===== src/rtl/uart_rx.sv =====
// ============================================================================
// Module      : uart_rx
// Description : 8N1/8E1/8O1 UART receiver with mid-bit sampling, a one-cycle
//               data strobe and one-cycle parity/stop error strobes.
// Revision    : 1.0  initial release
// ============================================================================
`default_nettype none

module uart_rx #(
    parameter int CLKS_PER_BIT = 16,
    parameter int CNT_W        = 16
) (
    input  logic       clk,
    input  logic       rst,
    input  logic       rx_in,
    input  logic       PAR_EN,
    input  logic       parity_type,
    output logic [7:0] p_data,
    output logic       data_valid,
    output logic       par_err,
    output logic       stop_err,
    output logic       busy
);

    typedef enum logic [2:0] {
        S_IDLE   = 3'd0,
        S_START  = 3'd1,
        S_DATA   = 3'd2,
        S_PARITY = 3'd3,
        S_STOP   = 3'd4
    } state_t;

    localparam logic [CNT_W-1:0] c_HALF = CNT_W'(CLKS_PER_BIT / 2 - 1);
    localparam logic [CNT_W-1:0] c_FULL = CNT_W'(CLKS_PER_BIT - 1);

    state_t           state_q;
    logic             rx_meta_q;
    logic             rx_s_q;
    logic             rx_prev_q;
    logic [CNT_W-1:0] cnt_q;
    logic [CNT_W-1:0] cnt_d;
    logic [2:0]       bit_idx_q;
    logic [7:0]       shift_q;
    logic             par_en_q;
    logic             par_type_q;
    logic             par_bad_q;
    logic [7:0]       p_data_q;
    logic             data_valid_q;
    logic             par_err_q;
    logic             stop_err_q;
    logic             busy_q;

    logic w_fall;
    logic w_at_full;

    // Synchronizer and history flops preset high so reset never looks like a start edge.
    always_ff @(posedge clk or negedge rst) begin
        if (!rst) begin
            rx_meta_q <= 1'b1;
            rx_s_q    <= 1'b1;
            rx_prev_q <= 1'b1;
        end else begin
            rx_meta_q <= rx_in;
            rx_s_q    <= rx_meta_q;
            rx_prev_q <= rx_s_q;
        end
    end

    assign w_fall    = rx_prev_q & ~rx_s_q;
    assign w_at_full = (cnt_q == c_FULL);
    assign cnt_d     = w_at_full ? '0 : cnt_q + CNT_W'(1);

    always_ff @(posedge clk or negedge rst) begin
        if (!rst) begin
            state_q      <= S_IDLE;
            cnt_q        <= '0;
            bit_idx_q    <= 3'd0;
            shift_q      <= 8'h00;
            par_en_q     <= 1'b0;
            par_type_q   <= 1'b0;
            par_bad_q    <= 1'b0;
            p_data_q     <= 8'h00;
            data_valid_q <= 1'b0;
            par_err_q    <= 1'b0;
            stop_err_q   <= 1'b0;
            busy_q       <= 1'b0;
        end else begin
            data_valid_q <= 1'b0;
            par_err_q    <= 1'b0;
            stop_err_q   <= 1'b0;
            case (state_q)
                S_IDLE: begin
                    if (w_fall) begin
                        state_q <= S_START;
                        cnt_q   <= '0;
                        busy_q  <= 1'b1;
                    end
                end
                S_START: begin
                    if (cnt_q == c_HALF) begin
                        cnt_q <= '0;
                        if (rx_s_q) begin
                            state_q <= S_IDLE;
                            busy_q  <= 1'b0;
                        end else begin
                            state_q    <= S_DATA;
                            par_en_q   <= PAR_EN;
                            par_type_q <= parity_type;
                            par_bad_q  <= 1'b0;
                            bit_idx_q  <= 3'd0;
                        end
                    end else begin
                        cnt_q <= cnt_q + CNT_W'(1);
                    end
                end
                S_DATA: begin
                    cnt_q <= cnt_d;
                    if (w_at_full) begin
                        shift_q   <= {rx_s_q, shift_q[7:1]};
                        bit_idx_q <= bit_idx_q + 3'd1;
                        if (bit_idx_q == 3'd7) begin
                            state_q <= par_en_q ? S_PARITY : S_STOP;
                        end
                    end
                end
                S_PARITY: begin
                    cnt_q <= cnt_d;
                    if (w_at_full) begin
                        par_bad_q <= ((^shift_q) ^ rx_s_q) != par_type_q;
                        state_q   <= S_STOP;
                    end
                end
                S_STOP: begin
                    cnt_q <= cnt_d;
                    // Leaving at mid stop bit leaves half a bit to catch a back-to-back start edge.
                    if (w_at_full) begin
                        state_q <= S_IDLE;
                        busy_q  <= 1'b0;
                        if (!rx_s_q) begin
                            stop_err_q <= 1'b1;
                        end else if (par_bad_q) begin
                            par_err_q <= 1'b1;
                        end else begin
                            p_data_q     <= shift_q;
                            data_valid_q <= 1'b1;
                        end
                    end
                end
                default: begin
                    state_q <= S_IDLE;
                    busy_q  <= 1'b0;
                end
            endcase
        end
    end

    assign p_data     = p_data_q;
    assign data_valid = data_valid_q;
    assign par_err    = par_err_q;
    assign stop_err   = stop_err_q;
    assign busy       = busy_q;

endmodule

`default_nettype wire


===== config.mk =====
export PLATFORM = sky130hd
export DESIGN_NAME = uart_rx
export DESIGN_NICKNAME = d
export VERILOG_FILES = /design/src/rtl/uart_rx.sv
export SDC_FILE = /design/constraint.sdc
export NUM_CORES = 1
export LEC_CHECK = 0
export BUFFER_PORTS_ARGS = -buffer_cell sky130_fd_sc_hd__clkbuf_2
export CORE_AREA = 10 10 88 90
export CTS_CLUSTER_DIAMETER = 200
export DETAILED_ROUTE_END_ITERATION = 10
export DIE_AREA = 0 0 98 100
export HOLD_SLACK_MARGIN = 0.05
export PLACE_DENSITY = 0.56
export SETUP_SLACK_MARGIN = 0.5
export SLEW_MARGIN = 20
export SYNTH_ARGS = -nofsm -noshare
export SYNTH_HDL_FRONTEND = slang
export SYNTH_SLANG_ARGS = --single-unit

===== constraint.sdc =====
create_clock -name clk -period 3.1 [get_ports clk]
set_input_delay 0.465 -clock clk [delete_from_list [all_inputs] [get_ports clk]]
set_output_delay 0.465 -clock clk [all_outputs]
set_load 0.05 [all_outputs]

# [After elaboration in Yosys (flattened, before gate mapping)]
# Index checks and enable logic that the tools add are counted.
[totals] output_inout_bits=12 input_bits=5 word_cells=90 register_bits=48
[classes] muxes=37 eq_ne=16 n_reduce_logical=15 n_bitwise=5 addsub=2
[op_table] op="two-way mux 16 bit" count=3
[op_table] op="case mux 16 bit (3 select lines)" count=1
[op_table] op="two-way mux 3 bit" count=10
[op_table] op="two-way mux 1 bit" count=18
[op_table] op="adder 16 x 1 -> 16 bit, second input constant" count=1
[op_table] op="equality test 16 x 3 -> 1 bit, second input constant" count=1
[op_table] op="equality test 16 x 4 -> 1 bit, second input constant" count=1
[op_table] op="inequality test 2 bit, second input constant" count=8
[op_table] op="case mux 3 bit (5 select lines)" count=1
[op_table] op="AND reduction 4 bit" count=3
[op_table] op="parity 8 bit" count=1
[op_table] op="equality test 3 x 2 -> 1 bit, second input constant" count=2
[op_table] op="equality test 3 bit, second input constant" count=2
[op_table] op="case mux 3 bit (2 select lines)" count=1
[op_table] op="AND reduction 6 bit" count=1
[op_table] op="AND reduction 5 bit" count=1
[op_table] op="case mux 1 bit (4 select lines)" count=1
[op_table] op="AND reduction 2 bit" count=2
[op_table] op="nonzero test 2 bit" count=2
[op_table] op="adder 3 x 1 -> 3 bit, second input constant" count=1
[op_table] op="equality test 3 x 1 -> 1 bit, second input constant" count=1
[op_table] op="zero test 3 bit" count=1
[op_table] op="NOT 1 bit" count=3
[op_table] op="AND reduction 3 bit" count=1
[op_table] op="other kinds (8)" count=8

# [Logic depth before layout (Yosys ltp)]
# Gate-level depths: netlist of the first run.
[logic_depth] word_depth=5 depth_mapped=9 depth_no_buf=6

# [Least setup slack after synthesis of the first run]
# No wires, ideal clock.
[synth_timing] path_type="register to register" start="register cnt_q[4]" end="register shift_q[3]" path_stages_with_launch=9 synth_period_minus_slack_ns=2.643 t_required_ns=2.975 slack_ns=0.457 setup_time_ns=0.125 arrival_time_ns=2.518 cell_sequence="dfrtp_1 buf_6 or4_4 or4_4 buf_6 or3_1 buf_6 buf_8 mux2_4"
[synth_between] elab_chain_cells=2
[synth_lines] element="start: declaration" line_no="40" text="logic [CNT_W-1:0] cnt_q;"
[synth_lines] element="start signal: assignment" line_no="113" text="cnt_q <= cnt_q + CNT_W'(1);"
[synth_lines] element="start signal: assignment" line_no="117" text="cnt_q <= cnt_d;"
[synth_lines] element="start signal: assignment" line_no="127" text="cnt_q <= cnt_d;"
[synth_lines] element="equality test 16 x 4 -> 1 bit" line_no="70" text="assign w_at_full = (cnt_q == c_FULL);"
[synth_lines] element="AND reduction 2 bit (no source line)"
[synth_lines] element="end signal: assignment" line_no="119" text="shift_q <= {rx_s_q, shift_q[7:1]};"
[synth_lines] element="end: declaration" line_no="43" text="logic [7:0] shift_q;"
# No other way between the ends.
# A chain may end at the register's enable or synchronous reset.

# [Worst setup path in the final report of the first run]
[layout_timing] start="register cnt_q[8]" end="register shift_q[3]"
# The elaborated chain is that of the path after synthesis.

==> results of run 1 <==
==> power breakdown <==
group	switching, mW	internal, mW
Combinational	0.271	0.189
Sequential	0.0986	0.696
Clock	0.216	0.264
==> registers in the layout (all words and copies together), names as in the netlist <==
register	cells
cnt_q	16
par_err	1
state_q	3
par_type_q	1
rx_meta_q	1
busy	1
shift_q	8
p_data	8
data_valid	1
par_bad_q	1
par_en_q	1
stop_err	1
bit_idx_q	3
rx_prev_q	1
rx_s_q	1
==> Yosys cell counts, types with 5 or more instances <==
master / number / share of area, %
xnor2_1: 15 / 5.6
o21ai_0: 10 / 2.1
a21oi_1: 8 / 1.7
nor2_1: 14 / 2.2
nand2_1: 11 / 1.8
a31oi_1: 6 / 1.6
nor4_1: 7 / 1.9
mux2_2: 14 / 6.7
nand3_1: 10 / 2.1
dfrtp_1: 45 / 48
clkbuf_1: 7 / 1.1
o31ai_1: 5 / 1.6
==> cell usage in the layout (no fill, tap or decap), types with 7 or more instances in the layout <==
| cell | count |
|---|---|
| nor2_1 | 13 |
| a21oi_1 | 8 |
| xnor2_1 | 15 |
| o21ai_0 | 10 |
| nand3_1 | 10 |
| nand2_1 | 11 |
| nor4_1 | 7 |
| clkbuf_2 | 16 |
| mux2_2 | 14 |
| dfrtp_1 | 45 |
==> layout make-up <==
| class | instances | area share, % |
|---|---|---|
| Inverter | 4 | 0.570 |
| Clock buffer | 6 | 3.14 |
| Multi-Input combinational cell | 149 | 40.6 |
| Timing Repair Buffer | 22 | 4.75 |
| Clock inverter | 2 | 1.47 |
| Tap cell | 77 | 3.66 |
| Sequential cell | 48 | 45.8 |
==> cells by family after synthesis <==
| group | synth area share, % |
|---|---|
| AND/OR/NAND/NOR | 17.9 |
| flip-flops | 51.2 |
| AO/OA/AOI/OAI | 10.6 |
| multiplexers | 9.25 |
| XOR/XNOR | 5.58 |
| buffers and inverters | 3.83 |
| adder cells (fa/ha/maj) | 1.60 |
==> critical path, cell delays in order (launching register included) <==
cell and delay [ns]:
dfrtp_1 0.46, or4_4 0.56, or4_4 0.60, or3_4 0.46, mux2_4 0.32
==> how the worst max path moves through the flow <==
stage	endpoint	from	cells past startpoint
floorplan	shift_q[3]	cnt_q[8]	7
detailed placement	shift_q[4]	cnt_q[13]	4
global route	cnt_q[3]	cnt_q[4]	6
finish	shift_q[3]	cnt_q[8]	4
CTS	shift_q[4]	cnt_q[12]	4
global placement	shift_q[3]	cnt_q[13]	4
==> routing by layer <==
layer / vias to the layer above / track usage (%) / wire [um]
li1: 813 / - / -
met3: 4 / 2.95 / 155
met2: 26 / 16.1 / 2260
met4: 0 / 3.69 / 27
met5: - / 0 / 0
met1: 828 / 11.5 / 2140
==> metrics by stage <==
stage	hold slack, ns	power (mW)	utilization, %	worst slack, ns	instances
floorplan	0.169	1.13	-	0.511	212
global placement	0.346	1.26	40.8	0.443	300
detailed placement	0.347	1.26	40.8	0.420	300
CTS	0.117	1.74	42.9	0.605	308
global route	0.118	1.85	42.9	0.541	308
finish	0.0977	1.73	42.9	0.598	308
==> impl_metrics.json, run 1 <==
{
  "timing.fmax_ghz": 0.400,
  "n_fill_cell": 563,
  "insertion_delay_ns": 0.30,
  "grt_pass1_wl_mm": 8.07,
  "congestion_overflow_gr": 0,
  "n_antenna_cell": 0,
  "route.detailed.wl_per_inst_um": 14.9,
  "clock-sinks": 48,
  "fp-row-count": 29,
  "post_synth_num_cell_types": 43,
  "post_cts_resize_count": 1,
  "chipWidth_um": 98,
  "area.sequential_um2": 1200,
  "cts.htree.levels": 2,
  "die_area_um2": 9800,
  "setup_viol_count_final": 0,
  "min_period_over_period_pct": 80.7,
  "postSynthAreaPerCell_um2": 11.1,
  "cp.arrival_ns": 2.70,
  "tritoncts": "built",
  "synth_ff_type": "dfrtp_1",
  "hold_path_class": "input pin to asynchronous set/reset pin",
  "initial_core_util_pct": 38.4,
  "grt_antenna_before_repair": 0,
  "cts_buffers": 5,
  "multi_input_comb_area_um2": 1070,
  "power_density_nw_per_um2": 659,
  "ir_drop_uv": 323,
  "die_h_um": 100,
  "number_of_detailed_routing_iterations_run_before_antenna_repair": 5,
  "maxSlewHeadroom_pct": 62.9,
  "worst_pin_slew_ns": 0.552,
  "remaining_drc_errors": 0,
  "timing_hold_violations_final": 0,
  "syn-cell-area_um2": 2350,
  "hold_bufs_inserted_after_cts": 0,
  "rr_endpoint": "shift_q[3]",
  "postCtsSetupBuffers": 0,
  "syn-instance-count": 212,
  "io_buffers": 16,
  "cts.reportedPaths.clkPinSlew_ns": 0.09,
  "worst_ep_required_time_ns": 3.30,
  "worst_setup_path_start_kind": "flip-flop",
  "drt-vias-per-instance": 5.43,
  "nets": 238,
  "clock_skew_ns": 0.00738,
  "critPathMaxFanout": 14,
  "area_delta_synth_final_pct": 11.9,
  "vias_in_the_first_global_route": 1739,
  "proportion_of_layout_cells_with_a_drive_suffix_above_1_pct": 26.0,
  "critical_path.endpoint_type": "flip-flop",
  "total_routing_resource_utilization_after_global_routing_pct": 9.69,
  "leakage_nw": 1.17,
  "synth-async-reset-ratio_pct": 100,
  "synth-seq-area-share_pct": 51.2,
  "globalplace.congestion": 0.820,
  "synth-edff-count": 0,
  "regToRegSetupSlack_ns": 0.60,
  "detail_route.iter0.violations": 66,
  "ios": 17,
  "cts_buffer_depth": 2,
  "run_status": "finished clean",
  "finalWirelength_mm": 4.58,
  "antenna_violating_nets_post_route": 0,
  "max_cap_violations": 0,
  "clockRootBuffer": "clkbuf_8",
  "r2r_cells": 4,
  "detailed_place.area_um2": 2500,
  "rsz_0062_raised_after_global_routing": "false",
  "mappedNetlistNets": 220,
  "dp.final_hpwl_mm": 3.26,
  "final_instance_area_um2": 2630,
  "ys_ff_latch": 48,
  "slew_violations": 0,
  "core_region_area_um2": 6130,
  "regToRegStartpoint": "cnt_q[8]",
  "vias_after_detailed_routing": 1671,
  "period_minus_slack_ns": 2.50,
  "synth.yosys.warnings": 0,
  "largest_net_degree_at_the_start_of_global_routing": 31,
  "setup-tns-final_ns": 0,
  "timing_worst_setup_path_type": "flip-flop to flip-flop"
}
Note: power is estimated with default switching activity, not from simulation.
==> inputs of run 2 (changes only) <==
==> constraint.sdc (replaced) <==
create_clock -name clk -period 2.5 [get_ports clk]
set_input_delay 0.375 -clock clk [delete_from_list [all_inputs] [get_ports clk]]
set_output_delay 0.375 -clock clk [all_outputs]
set_load 0.05 [all_outputs]
==> impl_metrics.json, run 2 (synthesized netlist as in run 1, its figures left out) <==
{
  "total_routing_resource_utilization_after_global_routing_pct": 10.8,
  "number_of_detailed_routing_iterations_run_before_antenna_repair": 4,
  "ios": 17,
  "vias_in_the_first_global_route": 1771,
  "worst_pin_slew_ns": 0.716,
  "r2r_cells": 5,
  "leakage_nw": 1.28,
  "cts.htree.levels": 2,
  "congestion_overflow_gr": 0,
  "max_cap_violations": 0,
  "remaining_drc_errors": 0,
  "clock-sinks": 48,
  "tritoncts": "built",
  "sequential_group_share_of_total_power_pct": 45.0,
  "fraction_of_power_spent_switching_nets_pct": 34.4,
  "max_flop_register": "cnt_q",
  "mostFrequentLayoutCells": "dfrtp_1 (45), buf_4 (21), clkbuf_2 (16), xnor2_1 (15), nor2_1 (14)",
  "layoutNonFillerInstCount": 327,
  "cts.reportedPaths.clkPinSlew_ns": 0.09,
  "power_switching_mw": 0.753,
  "hold_path_class": "input pin to asynchronous set/reset pin",
  "cp.arrival_ns": 2.61,
  "cts_buffers": 5,
  "run_status": "finished clean",
  "timing.fmax_ghz": 0.414,
  "vias_after_detailed_routing": 1776,
  "worst_setup_path_start_kind": "flip-flop",
  "insertion_delay_ns": 0.30,
  "largest_net_degree_at_the_start_of_global_routing": 29,
  "proportion_of_layout_cells_with_a_drive_suffix_above_1_pct": 34.0,
  "timing_hold_violations_final": 0,
  "grt_pass1_wl_mm": 8.91,
  "detail_route.iter0.violations": 126,
  "power_frac_clock_pct": 26.3,
  "grt_antenna_before_repair": 0,
  "finalWirelength_mm": 5.04,
  "core_region_area_um2": 6130,
  "setup_viol_count_final": 0,
  "period_minus_slack_ns": 2.41,
  "antenna_violating_nets_post_route": 0,
  "drt-vias-per-instance": 5.43,
  "die_h_um": 100,
  "route.detailed.wl_per_inst_um": 15.4,
  "area_delta_synth_final_pct": 21.5,
  "fp-row-count": 29,
  "timing_worst_setup_path_type": "flip-flop to flip-flop",
  "ir_drop_uv": 355,
  "clock_skew_ns": 0.0110,
  "dp.cells": 315,
  "io_buffers": 16,
  "rsz_0062_raised_after_global_routing": "true",
  "initial_core_util_pct": 38.4,
  "min_period_over_period_pct": 96.6,
  "hold_bufs_inserted_after_cts": 0,
  "setup-tns-final_ns": 0,
  "layout_commonest_cell": "dfrtp_1",
  "nets": 257,
  "critPathMaxFanout": 14,
  "maxSlewHeadroom_pct": 52.2,
  "n_antenna_cell": 0,
  "cts_buffer_depth": 2,
  "critical_path.endpoint_type": "flip-flop",
  "chipWidth_um": 98,
  "largest_register_ff_count": 16,
  "slew_violations": 0,
  "clockRootBuffer": "clkbuf_8",
  "globalplace.congestion": 0.771,
  "worst_ep_required_time_ns": 2.70,
  "power_density_nw_per_um2": 765,
  "dp.final_hpwl_mm": 3.50,
  "cell_internal_pwr_mw": 1.43,
  "die_area_um2": 9800,
  "comb_power_share_pct": 28.7
}
run 2: cell count changes in the layout (fill, tap and decap cells not counted), moves of 2 or more:
cell	previous run	this run
mux2_2	14	6
buf_6	0	4
nand2_1	11	9
nor4_2	0	2
nor4_1	7	5
buf_4	6	21
nand2_2	0	2
mux2_4	4	12
run 2: area by class of cell:
| type | instances | area, um^2 |
|---|---|---|
| multi-input cells | 149 | 1140 |
| well taps | 77 | 96.3 |
| inverters | 4 | 15.0 |
| clock inverters | 3 | 47.5 |
| clock buffers | 5 | 68.8 |
| fillers | 572 | 3270 |
| flip-flops and latches | 48 | 1200 |
| repair buffers | 41 | 283 |
run 2: routing by layer:
layer  share of wire (%)  track usage, %  vias up
met5                   0               0        -
met4                 1.6            4.14        0
met3                 2.9            2.54        9
met2                  48            16.7       27
met1                  48            14.3      889
li1                    -               -      851
run 2: path summary, 6_finish.rpt:
path	from	to	slack, ns
worst min-delay path	rst	par_en_q	0.11
worst max register to register	cnt_q[12]	shift_q[6]	0.09
worst max-delay path	cnt_q[12]	shift_q[6]	0.09
worst min register to register	rx_meta_q	rx_s_q	0.36
min in group clk	rx_in	rx_meta_q	0.15
max in group asynchronous	rst	rx_prev_q	1.66
run 2: stage by stage:
| stage | hold WS, ns | util, % | instance area (um^2) | power (mW) | worst slack, ns |
|---|---|---|---|---|---|
| after detailed placement | 0.347 | 42.7 | 2620 | 1.60 | 0.0898 |
| after global routing | 0.135 | 46.6 | 2860 | 2.35 | 0.0473 |
| after global placement | 0.346 | 42.7 | 2620 | 1.59 | 0.104 |
| final | 0.111 | 46.6 | 2860 | 2.19 | 0.0852 |
| after CTS | 0.130 | 46.3 | 2840 | 2.21 | 0.113 |
| after floorplan | 0.0794 | - | 2360 | 1.40 | -0.0884 |
run 2: repair_timing:
action / in CTS / in global routing
endpoints found under the hold margin: 0 / 0
gates resized for setup: 20 / 2
setup buffers: 3 / 1
setup endpoints to repair: 36 / 45
pin swaps: 0 / 2
run 2: critical path: stages (launching register included):
cell	delay [ns]
dfrtp_1	0.40
or4_4	0.57
or4_4	0.54
or3_1	0.33
buf_6	0.17
mux2_4	0.30
run 2: power by group through the flow:
stage	sequential [mW]	combinational (mW)	clock, mW
finish	0.985	0.628	0.574
global route	1.01	0.715	0.627
CTS	0.983	0.631	0.593
detailed placement	0.997	0.606	0
global placement	0.997	0.597	0
floorplan	0.971	0.430	0
